### src/rtl/flit_arbiter.sv
// -----------------------------------------------------------------------------
// flit_arbiter
//
// Round-robin N:1 merge stage placed after a set of flit queues. Each cycle it
// picks one valid head flit and registers it into a single-entry output stage
// that feeds the router output or link. The rotating priority pointer moves
// only when a flit is accepted, so fairness is counted per flit.
//
// Ports:
//   clk             system clock
//   rst_n           synchronous active-low reset
//   in_flit         head flit of each upstream queue (NUM_PORTS entries)
//   in_flit_valid   per-port valid
//   in_flit_ready   per-port ready, at most one bit high
//   out_flit_ready  downstream ready
//   out_flit_valid  output register holds a flit
//   out_flit        registered flit
//   out_port_id     index of the input that supplied out_flit
// -----------------------------------------------------------------------------

package types;
  typedef struct packed {
    logic        head;
    logic        tail;
    logic [3:0]  vc;
    logic [25:0] payload;
  } flit_t;
endpackage

module flit_arbiter #(
  parameter int NUM_PORTS     = 4,
  parameter int PORT_ID_WIDTH = (NUM_PORTS > 1) ? $clog2(NUM_PORTS) : 1
) (
  input  logic                                           clk,
  input  logic                                           rst_n,
  input  logic [NUM_PORTS-1:0][$bits(types::flit_t)-1:0] in_flit,
  input  logic [NUM_PORTS-1:0]                           in_flit_valid,
  output logic [NUM_PORTS-1:0]                           in_flit_ready,
  input  logic                                           out_flit_ready,
  output logic                                           out_flit_valid,
  output logic [$bits(types::flit_t)-1:0]                out_flit,
  output logic [PORT_ID_WIDTH-1:0]                       out_port_id
);

  localparam int FLIT_W = $bits(types::flit_t);
  // One extra bit so last_grant + offset (at most 2*NUM_PORTS-1) never overflows.
  localparam int SUM_W  = PORT_ID_WIDTH + 1;

  localparam logic [NUM_PORTS-1:0]     PORT0_ONEHOT = NUM_PORTS'(1'b1);
  localparam logic [SUM_W-1:0]         NUM_PORTS_W  = SUM_W'(NUM_PORTS);
  localparam logic [PORT_ID_WIDTH-1:0] LAST_PORT    = PORT_ID_WIDTH'(NUM_PORTS - 1);

  logic                     out_valid_q, out_valid_d;
  logic [FLIT_W-1:0]        out_flit_q, out_flit_d;
  logic [PORT_ID_WIDTH-1:0] out_port_q, out_port_d;
  logic [PORT_ID_WIDTH-1:0] last_grant_q, last_grant_d;

  logic                     can_load_s;
  logic                     grant_found_s;
  logic [PORT_ID_WIDTH-1:0] grant_idx_s;
  logic                     load_s;

  // Output stage can take a new flit when it is empty or is draining this cycle.
  always_comb begin
    can_load_s = !out_valid_q || out_flit_ready;
  end

  // Rotating search starting just after last_grant; the wrap is a conditional
  // subtract so it stays correct for non-power-of-two port counts.
  always_comb begin : grant_search
    logic [SUM_W-1:0] cand;
    cand          = '0;
    grant_found_s = 1'b0;
    grant_idx_s   = '0;
    for (int off = 1; off <= NUM_PORTS; off++) begin
      cand = {1'b0, last_grant_q} + SUM_W'(off);
      if (cand >= NUM_PORTS_W) begin
        cand = cand - NUM_PORTS_W;
      end else begin
        cand = cand;
      end
      if (!grant_found_s && in_flit_valid[cand[PORT_ID_WIDTH-1:0]]) begin
        grant_found_s = 1'b1;
        grant_idx_s   = cand[PORT_ID_WIDTH-1:0];
      end else begin
        grant_found_s = grant_found_s;
        grant_idx_s   = grant_idx_s;
      end
    end
  end

  // Handshake: ready only for the granted port, and never while in reset.
  always_comb begin
    load_s = rst_n && can_load_s && grant_found_s;
    if (load_s) begin
      in_flit_ready = PORT0_ONEHOT << grant_idx_s;
    end else begin
      in_flit_ready = '0;
    end
  end

  // Next-state for the output register and priority pointer; a pop and a load
  // in the same cycle simply overwrite the register (no bubble).
  always_comb begin
    out_valid_d  = out_valid_q;
    out_flit_d   = out_flit_q;
    out_port_d   = out_port_q;
    last_grant_d = last_grant_q;
    if (load_s) begin
      out_valid_d  = 1'b1;
      out_flit_d   = in_flit[grant_idx_s];
      out_port_d   = grant_idx_s;
      last_grant_d = grant_idx_s;
    end else if (out_flit_ready) begin
      out_valid_d  = 1'b0;
    end else begin
      out_valid_d  = out_valid_q;
    end
  end

  // State registers with synchronous reset; pointer resets so port 0 is next.
  always_ff @(posedge clk) begin
    if (!rst_n) begin
      out_valid_q  <= 1'b0;
      out_flit_q   <= '0;
      out_port_q   <= '0;
      last_grant_q <= LAST_PORT;
    end else begin
      out_valid_q  <= out_valid_d;
      out_flit_q   <= out_flit_d;
      out_port_q   <= out_port_d;
      last_grant_q <= last_grant_d;
    end
  end

  assign out_flit_valid = out_valid_q;
  assign out_flit       = out_flit_q;
  assign out_port_id    = out_port_q;

endmodule

### config.mk
export PLATFORM = sky130hd
export DESIGN_NAME = flit_arbiter
export DESIGN_NICKNAME = d
export VERILOG_FILES = /design/src/rtl/flit_arbiter.sv
export SDC_FILE = /design/constraint.sdc
export NUM_CORES = 1
export LEC_CHECK = 0
export ABC_AREA = 0
export BUFFER_PORTS_ARGS = -buffer_cell sky130_fd_sc_hd__buf_2
export CAP_MARGIN = 20
export CORE_AREA = 5 5 87 89
export DETAILED_ROUTE_END_ITERATION = 7
export DIE_AREA = 0 0 92 94
export HOLD_SLACK_MARGIN = 0.08
export PLACE_DENSITY = 0.76
export SLEW_MARGIN = 30
export SYNTH_ARGS = -nofsm -noshare
export SYNTH_HDL_FRONTEND = slang
export SYNTH_SLANG_ARGS = --single-unit
### constraint.sdc
create_clock -name clk -period 2.8 [get_ports clk]
set_input_delay 0.84 -clock clk [delete_from_list [all_inputs] [get_ports clk]]
set_output_delay 0.84 -clock clk [all_outputs]
set_load 0.02 [all_outputs]
==> run metrics <==
status finished clean; switching fraction of total power 36.44%; CTS hold repair buffers 0; Antenna Cells 0; Ports 174; Die Height 94 um; worst skew pair latency 280 ps; drt total wl 9.014 mm; largest cells by area after synthesis dfxtp_1, mux2_2, a221o_1, o31ai_1, a21oi_1; first-pass GRT wire length 13.96 mm; post-synthesis mux area share 17.84%; setup ws final 25.34 ps; Flop pwr share 35.5%; Pwr Density 529.4 mW/mm2; Synth Cell Area 0.002427 mm2; Post-DRT Antenna Nets 0; clock slew seen by the registers of the worst setup and hold paths 70 ps; ys async rst share 0%; final net count 578; crit path capture in_flit_ready[1]; Synth cell types 36; top-area cell type share of the netlist area 30.52%; Met3 Wirelength 811 um; Mapped Nets 403; Cell Rows 30; Slew @ Worst Pin 676.7 ps; detailed placer's ending HPWL 6.739 mm; via count 2913; Finished Core Util 53.90%; number of synthesized flops with an enable pin 0; xor and xnor fraction of the mapped netlist area 0%; CP Launch Type input pin; VDD IR max 0.0002730 V; gp weighted congestion 0.8589; max-slew violations 0; cell-internal power 1.212 mW; residual DRC count 0; main combinational cell family by area after synthesis compound AO/OA/AOI/OAI gates; final period utilization 99.09%; area grow syn2layout 48.35%; dpl ws -64.43 ps; share of post-route cells with drive strength above 1 56.21%; Root Driver clkbuf_8; clock sink total 37; endpoint type of the worst setup path primary output; Met1 Routed Length 3.541 mm; initial antenna violation count 0; Starting Density 36.33%; Core ar. 0.006681 mm2; YS warnings 0; clock skew 8.286 ps; Crit. Startpoint in_flit_valid[1]; largest net degree at the start of global routing 29; CTS tree yes; simple-gate share of the synthesized area 13.30%; WL met2 4.552 mm; Pleak 1.750 nW; Setup Crit Path Kind in2out; RSZ-0062 raised after global routing true; aggregate global routing overflow 0; Setup-failing EPs final 0; Seq cells post-synth 37; slew margin rel. 54.84%; fmax 360.4 MHz; final hold violation count 0; max cap viols 0; Main synth FF type dfxtp_1; Routed wire per std cell 17.24 um; CTS H-tree lvls 2; Crit path required time 1960 ps; HP Class reg2reg; Port Buffers 173; R2R Setup Slk 500 ps; Die Wd 92 um; Gate Count Post-Synth 268; Clock Path Buffers 2; largest area contributor in the netlist dfxtp_1; Tot GR Track Use 20.00%; worst r2r src last_grant_q[0]; Syn Area/Cell 9.057 um2; Net Sw Power 694.6 uW; DR pass1 iterations 4; worst r2r dst out_flit[25]; Via density 5.570; max layer used met4; register area share after synthesis 30.52%; Comb power frac 44.8%; Die Footprint 0.008648 mm2; fillers 643; Tmin final 2775 ps; Synth Area in Compound Gates 31.13%; R2R depth 7; cts bufs inserted 5; Crit Path Max Fanout 4; clock power share 19.7%; vias in the first global route 2947; 1st-iter DRT viols 127; Post-Synth Adder-Cell Area 0%; Arrival @ worst endpoint 1930 ps
-- through the flow --
stage	TNS (ps)	power [mW]	hold slack [ps]	area (um2)	cells
floorplan	0	1.225	469.1	2454	268
global placement	-426.3	1.505	438.9	3455	514
detailed placement	-797.9	1.525	445.9	3457	514
CTS	0	1.911	457.1	3551	521
global route	-34.44	2.035	497.1	3601	523
finish	0	1.906	454.0	3601	523
-- logic make-up (layout without fill, tap and decap cells) --
kind of cell | Yosys count | in the layout
compound gates | 105 | 105
simple gates | 55 | 55
mux | 40 | 40
flops | 37 | 37
buf+inv | 31 | 206
-- metal layers --
layer	vias to the layer above	GRT usage, %
met5	-	0
met3	12	5.609
met1	1331	23.31
li1	1421	-
met4	0	5.198
met2	149	35.95
-- area by class of cell --
cell class                      count  area, um2  share of cell area [%]
Clock buffer                        7      86.33                   2.398
Inverter                            1      3.754                  0.1042
Multi-Input combinational cell    200       1582                   43.92
Sequential cell                    37      740.7                   20.57
Tap cell                           80      100.1                   2.780
Timing Repair Buffer              198       1089                   30.23
-- how the worst min path moves through the flow --
stage                    startpoint              end  slack (ps)  cells after the start
finish               out_port_id[1]   out_port_id[1]         450                      2
global route         out_port_id[1]   out_port_id[1]         500                      2
floorplan           last_grant_q[0]  last_grant_q[0]         470                      2
detailed placement   out_port_id[1]   out_port_id[1]         450                      2
global placement     out_port_id[1]   out_port_id[1]         440                      2
CTS                  out_port_id[1]   out_port_id[1]         460                      2
-- timing repair --
| item | in CTS | in global routing |
|---|---|---|
| pin swaps | 2 | 3 |
| resized for setup | 1 | 10 |
| setup endpoints to repair | 3 | 4 |
| cloned | 0 | 0 |
| buffers inserted | 0 | 2 |
-- power groups by stage --
stage                     Clock, mW  Sequential (mW)  Combinational (mW)
final                         0.375            0.677               0.854
after global routing          0.424            0.689               0.922
after CTS                     0.393            0.675               0.842
after detailed placement          0            0.686               0.838
after global placement            0            0.684               0.821
after floorplan                   0            0.794               0.431
-- placed cells by master, fill, tap and decap left out, types with 6 or more instances in the layout --
cell / netlist / routed
a211oi_1: 12 / 12
a21oi_1: 31 / 30
a221o_1: 22 / 22
buf_2: 5 / 170
buf_4: 5 / 23
clkbuf_8: 0 / 6
dfxtp_1: 37 / 37
mux2_2: 24 / 24
mux2i_1: 14 / 14
nand4_1: 22 / 22
nor2_2: 0 / 6
o21ai_0: 6 / 6
o31a_1: 6 / 6
o31ai_1: 22 / 22
-- registers in the layout, summed over array words and instances, names as in the netlist --
register        cells
last_grant_q        2
out_flit           32
out_flit_valid      1
out_port_id         2
-- worst max-delay path, cell delays in order --
cell	delay [ps]
buf_2	110
or4_4	530
and3_4	190
nand2b_4	80
nor2_2	50
buf_6	140
-- synthesized netlist by cell type (2+ instances only) --
cell type	number
nand2b_1	4
o21ai_1	2
o31a_1	6
mux2_1	2
mux2_2	24
nor3_1	2
o21ai_0	6
dfxtp_1	37
o31ai_1	22
nor2_1	11
buf_6	3
a221o_1	22
buf_4	5
buf_2	5
clkbuf_1	13
a211oi_1	12
buf_1	3
nand3_1	5
a21oi_1	31
nand2_1	3
mux2i_1	14
nand4_1	22
(Power assumes the default switching activity.)
